===== config.mk =====
export PLATFORM = sky130hd
export DESIGN_NAME = wb_rr_arbiter_flat
export DESIGN_NICKNAME = d
export VERILOG_FILES = /design/src/rtl/wb_rr_arbiter_pkg.sv /design/src/rtl/wb_rr_arbiter_if.sv /design/src/rtl/wb_arb_rr_pick.sv /design/src/rtl/wb_rr_arbiter.sv /design/src/flat_wrapper.sv
export SDC_FILE = /design/constraint.sdc
export NUM_CORES = 1
export LEC_CHECK = 0
export CAP_MARGIN = 20
export CORE_AREA = 10 10 47 49
export DETAILED_ROUTE_END_ITERATION = 10
export DIE_AREA = 0 0 57 59
export PLACE_DENSITY = 0.52
export SYNTH_ARGS = -nofsm -noshare
export SYNTH_HDL_FRONTEND = slang
export SYNTH_SLANG_ARGS = --single-unit

===== constraint.sdc =====
create_clock -name clk -period 0.9 [get_ports clk]
set_input_delay 0.18 -clock clk [delete_from_list [all_inputs] [get_ports clk]]
set_output_delay 0.18 -clock clk [all_outputs]
set_load 0.05 [all_outputs]

===== src/rtl/wb_rr_arbiter_pkg.sv =====
// -----------------------------------------------------------------------------
// wb_rr_arbiter_pkg
// Shared definitions for the i2d interconnect round-robin arbiter:
//   INTERCON_MASTER_NUM  - number of bus masters on the interconnect
//   WB_BUS_WIDTH         - Wishbone data bus width of the interconnect
//   DEFAULT_TIMEOUT      - default stalled-strobe cycles before the watchdog fires
//   DEFAULT_TO_WIDTH     - default watchdog counter width
//   arb_state_e          - IDLE / OWNED state encodings
//   idx_width()          - index width for a master count (never below 1 bit)
// -----------------------------------------------------------------------------
package wb_rr_arbiter_pkg;

    localparam int INTERCON_MASTER_NUM = 2;
    localparam int WB_BUS_WIDTH        = 32;
    localparam int DEFAULT_TIMEOUT     = 255;
    localparam int DEFAULT_TO_WIDTH    = 8;

    typedef enum logic {
        ARB_IDLE  = 1'b0,
        ARB_OWNED = 1'b1
    } arb_state_e;

    // A single master still needs a 1-bit owner index.
    function automatic int idx_width(input int n);
        return (n > 1) ? $clog2(n) : 1;
    endfunction

endpackage


===== src/rtl/wb_rr_arbiter_if.sv =====
// -----------------------------------------------------------------------------
// wb_rr_arbiter_if
// Arbitration signals between the interconnect and the arbiter.
//   request[MASTER_NUM] - per-master cyc_o
//   stb, ack, err, rty  - granted master's strobe and slave terminations (muxed)
//   grant[MASTER_NUM]   - registered one-hot grant, zero when idle
//   busy                - any grant bit set
//   timeout_err         - one-cycle watchdog pulse
// Modports: slave = arbiter side, master = interconnect side.
// -----------------------------------------------------------------------------
interface wb_rr_arbiter_if
    import wb_rr_arbiter_pkg::*;
#(
    parameter int MASTER_NUM = INTERCON_MASTER_NUM
);
    logic [MASTER_NUM-1:0] request;
    logic                  stb;
    logic                  ack;
    logic                  err;
    logic                  rty;
    logic [MASTER_NUM-1:0] grant;
    logic                  busy;
    logic                  timeout_err;

    modport slave (
        input  request, stb, ack, err, rty,
        output grant, busy, timeout_err
    );

    modport master (
        output request, stb, ack, err, rty,
        input  grant, busy, timeout_err
    );
endinterface


===== src/rtl/wb_arb_rr_pick.sv =====
// -----------------------------------------------------------------------------
// wb_arb_rr_pick
// Combinational rotating-priority picker. Search starts at owner+1 (mod
// MASTER_NUM) and the first set request bit wins.
//   request_i  - per-master requests
//   owner_i    - index of current / most recent grantee
//   pick_o     - one-hot winner (zero if no request)
//   pick_idx_o - index of the winner
//   any_o      - at least one request present
// -----------------------------------------------------------------------------
module wb_arb_rr_pick
    import wb_rr_arbiter_pkg::*;
#(
    parameter int MASTER_NUM = INTERCON_MASTER_NUM,
    parameter int IDX_W      = idx_width(MASTER_NUM)
) (
    input  logic [MASTER_NUM-1:0] request_i,
    input  logic [IDX_W-1:0]      owner_i,
    output logic [MASTER_NUM-1:0] pick_o,
    output logic [IDX_W-1:0]      pick_idx_o,
    output logic                  any_o
);
    localparam int                DW       = idx_width(2 * MASTER_NUM);
    localparam logic [IDX_W-1:0]  LAST_IDX = IDX_W'(MASTER_NUM - 1);

    // Requests repeated twice: reading MASTER_NUM bits from 'start' upwards
    // walks every master once in rotated order without a modulo per bit.
    logic [2*MASTER_NUM-1:0] dbl;
    logic [IDX_W-1:0]        start;
    int                      sum;

    always_comb begin
        // NOTE: every output gets a default before any branch so the block
        // cannot infer a latch when no request is set.
        pick_idx_o = '0;
        any_o      = 1'b0;
        sum        = 0;
        dbl        = {request_i, request_i};
        start      = (owner_i == LAST_IDX) ? '0 : owner_i + 1'b1;
        // Descending scan so the lowest rotated position is written last and wins.
        for (int i = MASTER_NUM - 1; i >= 0; i--) begin
            if (dbl[DW'(int'(start) + i)]) begin
                sum = int'(start) + i;
                if (sum >= MASTER_NUM) sum = sum - MASTER_NUM;
                pick_idx_o = IDX_W'(sum);
                any_o      = 1'b1;
            end
        end
        pick_o = any_o ? (MASTER_NUM'(1) << pick_idx_o) : '0;
    end

endmodule


===== src/rtl/wb_rr_arbiter.sv =====
// -----------------------------------------------------------------------------
// wb_rr_arbiter
// Round-robin Wishbone bus arbiter with optional bus watchdog.
//   clk  - system clock, rising edge
//   rst  - synchronous active-low reset
//   bus  - wb_rr_arbiter_if.slave (request/stb/ack/err/rty in,
//          grant/busy/timeout_err out)
// Parameters: MASTER_NUM, TIMEOUT (1 .. 2^TO_WIDTH-1), TO_WIDTH.
// Build option: define WB_ARB_WATCHDOG_EN to implement the watchdog; otherwise
// timeout_err is tied low and stb/ack/err/rty are ignored.
// -----------------------------------------------------------------------------
module wb_rr_arbiter
    import wb_rr_arbiter_pkg::*;
#(
    parameter int MASTER_NUM = INTERCON_MASTER_NUM,
    parameter int TIMEOUT    = DEFAULT_TIMEOUT,
    parameter int TO_WIDTH   = DEFAULT_TO_WIDTH
) (
    input  logic             clk,
    input  logic             rst,
    wb_rr_arbiter_if.slave   bus
);
    localparam int               IDX_W    = idx_width(MASTER_NUM);
    localparam logic [IDX_W-1:0] LAST_IDX = IDX_W'(MASTER_NUM - 1);

    arb_state_e            state_q;
    logic [IDX_W-1:0]      owner_q;
    logic [MASTER_NUM-1:0] grant_q;

    logic [MASTER_NUM-1:0] pick;
    logic [IDX_W-1:0]      pick_idx;
    logic                  pick_any;
    logic                  owner_req;

    wb_arb_rr_pick #(
        .MASTER_NUM (MASTER_NUM),
        .IDX_W      (IDX_W)
    ) u_pick (
        .request_i  (bus.request),
        .owner_i    (owner_q),
        .pick_o     (pick),
        .pick_idx_o (pick_idx),
        .any_o      (pick_any)
    );

    assign owner_req = bus.request[owner_q];

    // Owner resets to the last master so master 0 wins the first arbitration.
    always_ff @(posedge clk) begin
        // NOTE: sequential state uses non-blocking assignments only, so every
        // register samples the pre-edge values regardless of statement order.
        if (!rst) begin
            state_q <= ARB_IDLE;
            owner_q <= LAST_IDX;
            grant_q <= '0;
        end else begin
            case (state_q)
                ARB_IDLE: begin
                    if (pick_any) begin
                        state_q <= ARB_OWNED;
                        owner_q <= pick_idx;
                        grant_q <= pick;
                    end
                end
                ARB_OWNED: begin
                    // Current owner is never preempted while it still requests.
                    if (!owner_req) begin
                        if (pick_any) begin
                            owner_q <= pick_idx;
                            grant_q <= pick;
                        end else begin
                            state_q <= ARB_IDLE;
                            grant_q <= '0;
                        end
                    end
                end
                default: begin
                    state_q <= ARB_IDLE;
                    grant_q <= '0;
                end
            endcase
        end
    end

    assign bus.grant = grant_q;
    assign bus.busy  = (state_q == ARB_OWNED);

`ifdef WB_ARB_WATCHDOG_EN
    localparam logic [TO_WIDTH-1:0] TO_LAST = TO_WIDTH'(TIMEOUT - 1);
    localparam logic [TO_WIDTH-1:0] TO_MAX  = TO_WIDTH'(TIMEOUT);

    logic [TO_WIDTH-1:0] to_cnt_q;
    logic                timeout_q;
    logic                handover;
    logic                stall_clear;

    assign handover    = (state_q == ARB_OWNED) && !owner_req && pick_any;
    assign stall_clear = (state_q == ARB_IDLE) || !bus.stb ||
                         bus.ack || bus.err || bus.rty || handover;

    always_ff @(posedge clk) begin
        if (!rst) begin
            to_cnt_q  <= '0;
            timeout_q <= 1'b0;
        end else begin
            timeout_q <= 1'b0;
            if (stall_clear) begin
                to_cnt_q <= '0;
            end else if (to_cnt_q == TO_LAST) begin
                // Fire and restart so a continuing stall repeats every TIMEOUT cycles.
                timeout_q <= 1'b1;
                to_cnt_q  <= '0;
            end else if (to_cnt_q != TO_MAX) begin
                to_cnt_q <= to_cnt_q + 1'b1;
            end
        end
    end

    assign bus.timeout_err = timeout_q;
`else
    logic unused_wd;
    assign unused_wd       = ^{bus.stb, bus.ack, bus.err, bus.rty};
    assign bus.timeout_err = 1'b0;
`endif

endmodule


===== src/flat_wrapper.sv =====
// flat-port wrapper written by rule: the top's interface ports become plain ports
module wb_rr_arbiter_flat import wb_rr_arbiter_pkg::*;
#(
    parameter int MASTER_NUM = INTERCON_MASTER_NUM,
    parameter int TIMEOUT    = DEFAULT_TIMEOUT,
    parameter int TO_WIDTH   = DEFAULT_TO_WIDTH
)
  (clk, rst, bus_request, bus_stb, bus_ack, bus_err, bus_rty, bus_grant, bus_busy, bus_timeout_err);
  wb_rr_arbiter_if #(.MASTER_NUM(MASTER_NUM)) bus_i ();
  input  logic clk;
  input  logic rst;
  input wire logic [$bits(bus_i.request)-1:0] bus_request;
  input wire logic [$bits(bus_i.stb)-1:0] bus_stb;
  input wire logic [$bits(bus_i.ack)-1:0] bus_ack;
  input wire logic [$bits(bus_i.err)-1:0] bus_err;
  input wire logic [$bits(bus_i.rty)-1:0] bus_rty;
  output wire logic [$bits(bus_i.grant)-1:0] bus_grant;
  output wire logic [$bits(bus_i.busy)-1:0] bus_busy;
  output wire logic [$bits(bus_i.timeout_err)-1:0] bus_timeout_err;
  assign bus_i.request = bus_request;
  assign bus_i.stb = bus_stb;
  assign bus_i.ack = bus_ack;
  assign bus_i.err = bus_err;
  assign bus_i.rty = bus_rty;
  assign bus_grant = bus_i.grant;
  assign bus_busy = bus_i.busy;
  assign bus_timeout_err = bus_i.timeout_err;
  wb_rr_arbiter #(.MASTER_NUM(MASTER_NUM), .TIMEOUT(TIMEOUT), .TO_WIDTH(TO_WIDTH)) u_core (.clk(clk), .rst(rst), .bus(bus_i));
endmodule

==> qor.yml <==
worstHoldStart: "bus_request[1]"
multi_input_area_um2: 141
gp_congestion: 0.714
ys_seq_area_share_pct: 35.4
syn_nets: 35
ir_drop_v: 0.000401
rsz0062_at_grt: "true"
vias_per_cell: 4.25
avgSynthCellArea_um2: 8.39
port_buffers: 6
finalPower_mw: 0.643
synth.ff_latch_count: 4
cts_tree: "built"
period_minus_slack_ns: 1.04
critPathMaxFanout: 6
wl_per_cell_um: 9.72
grt_pass1_wl_um: 993
core_mm2: 0.00140
grt_max_degree: 8
hold_viol: 0
dr_total_vias: 242
hold_path_depth: 3
min_to: "u_core.bus.grant[1]$_SDFFE_PN0P_"
cts_root_buf: "clkbuf_4"
rr_worst_depth: 5
finalMaxSlewViolations: 0
cp-start-kind: "flop"
antenna_found_initial: 0
fmax_mhz: 963
drtIter0Drc: 4
rows: 14
numCtsBuffers: 3
start_util_pct: 16.2
first_global_vias: 248
area_growth_pct: 84.5
p_per_area_mw_per_mm2: 1540
diodes: 0
drive_above_1_share_pct: 46.3
endpoint_kind: "output pin"
cts_buffer_depth: 2
dieHeight_um: 59
max_cap_viol_count: 0
arrival_ns: 0.86
dp_hpwl_um: 405
die_w_um: 57
leakage_nw: 0.179
seqCellArea_um2: 86.3
critPathRequiredTime_ns: 0.72
die_area_mm2: 0.00336
setup_viol: 5
r2r_start: "u_core.bus.busy$_SDFF_PN0_"
clock_sinks: 4
fin_skew_ns: 0.00951
track_usage_pct: 3.83
drc: 0
grt-ovfl-total: 0
clock_latency_ns: 0.24
ant_nets: 0
n_fill_cell: 160
status: "complete, but fails checks"
synthCells: 27
io_pins: 12
yosys_warnings: 0
r2r_slack_ns: -0.12
worstHoldPathType: "input port to flop"
ys_types: 17
nNetsFinal: 50
pre_cts_ws_ns: -0.439
ctsHtreeMaxLevel: 1
critPathKind: "flop to output pin"
fin_ws_ns: -0.138
syn_area_um2: 226
wl_um: 554
timing.rr.end: "u_core.bus.grant[1]$_SDFFE_PN0P_"
violations: "setup timing"
min_period_over_period_pct: 115
dr.pass1.iters: 2
clkTransAtPathRegs_ns: 0.04
cell type report:
| cell class | count | share of cell area (%) |
|---|---|---|
| Sequential cell | 4 | 20.7 |
| Tap cell | 16 | 4.79 |
| Multi-Input combinational cell | 21 | 33.8 |
| Timing Repair Buffer | 12 | 34.4 |
| Clock buffer | 4 | 6.29 |
metrics by stage:
stage               std cells  instance area, um^2  utilization (%)  hold WS [ns]  setup TNS (ns)
finish                     57                  418             29.8         0.426          -0.360
global route               57                  418             29.8         0.472          -0.654
CTS                        57                  418             29.8         0.421          -0.398
detailed placement         51                  358             25.5         0.505           -1.47
global placement           51                  358             25.5         0.496           -1.39
floorplan                  27                  236                -         0.260          -0.424
layer usage:
metal | wire, um | global-route usage [%] | part of all wire (%) | vias up
met3 | 59 | 2.79 | 11 | 2
met5 | 0 | 0 | 0 | -
li1 | - | - | - | 122
met1 | 257 | 3.42 | 46 | 108
met4 | 10 | 4.03 | 1.8 | 0
met2 | 227 | 5.43 | 41 | 10
repair_timing:
action                     4_1_cts  5_1_grt
setup endpoints to repair        6        6
pin swaps                        5        2
resized for setup               10        1
buffers inserted                 2        0
hold buffers                     0        0
registers in the layout, indices dropped and copies added, names as in the netlist:
signal,flops
u_core.owner_q,1
u_core.bus.grant,2
u_core.bus.busy,1
worst max-delay path by stage:
stage	from	end	slack [ns]	cells past startpoint
after floorplan	u_core.bus.busy$_SDFF_PN0_	u_core.bus.grant[0]$_SDFFE_PN0P_	-0.20	4
after global placement	bus_request[1]	u_core.bus.grant[0]$_SDFFE_PN0P_	-0.41	4
after detailed placement	bus_request[1]	u_core.bus.grant[0]$_SDFFE_PN0P_	-0.44	4
after CTS	u_core.bus.busy$_SDFF_PN0_	bus_busy	-0.15	2
after global routing	u_core.bus.busy$_SDFF_PN0_	u_core.bus.grant[0]$_SDFFE_PN0P_	-0.18	4
final	u_core.bus.busy$_SDFF_PN0_	bus_busy	-0.14	2
worst max-delay path, cell delays in order (launching register included):
cell and delay (ns):
dfxtp_4 0.36, buf_6 0.12, buf_12 0.13
cells by family (layout without fill, tap and decap cells):
| kind of cell | count (synthesis) | in the layout | synth area share (%) |
|---|---|---|---|
| flip-flops | 4 | 4 | 35.4 |
| other | 1 | 1 | 1.66 |
| AND/OR/NAND/NOR | 8 | 8 | 20.4 |
| buffers and inverters | 2 | 16 | 8.29 |
| AO/OA/AOI/OAI | 12 | 12 | 34.2 |
synth_stat cells:
cell | n | share of area, %
dfxtp_1 | 4 | 35
o21ai_0 | 3 | 6.6
a21boi_0 | 2 | 6.6
a21boi_1 | 2 | 6.6
a21oi_1 | 2 | 4.4
nor2_1 | 2 | 3.3
o31ai_1 | 2 | 6.6
and2_1 | 1 | 2.8
and2_2 | 1 | 3.3
and3_1 | 1 | 2.8
and3b_1 | 1 | 3.9
buf_4 | 1 | 3.3
buf_6 | 1 | 5.0
conb_1 | 1 | 1.7
nand2_1 | 1 | 1.7
nand2b_1 | 1 | 2.8
o21a_1 | 1 | 3.3
cells in the final DEF, fill, tap and decap left out, drive strengths merged:
cell and count:
a21boi 4, a21oi 2, and2 2, and3 1, and3b 1, buf 9
clkbuf 4, clkdlybuf4s50 1, conb 1, dfxtp 4, dlygate4sd2 2, nand2 1
nand2b 1, nor2 2, o21a 1, o21ai 3, o31ai 2
power breakdown:
group	total [mW]	internal, mW	switching (mW)
combinational	0.183	0.0971	0.0862
sequential	0.209	0.193	0.0166
clock	0.250	0.167	0.0833
total	0.643	0.457	0.186
(Power assumes the default switching activity.)
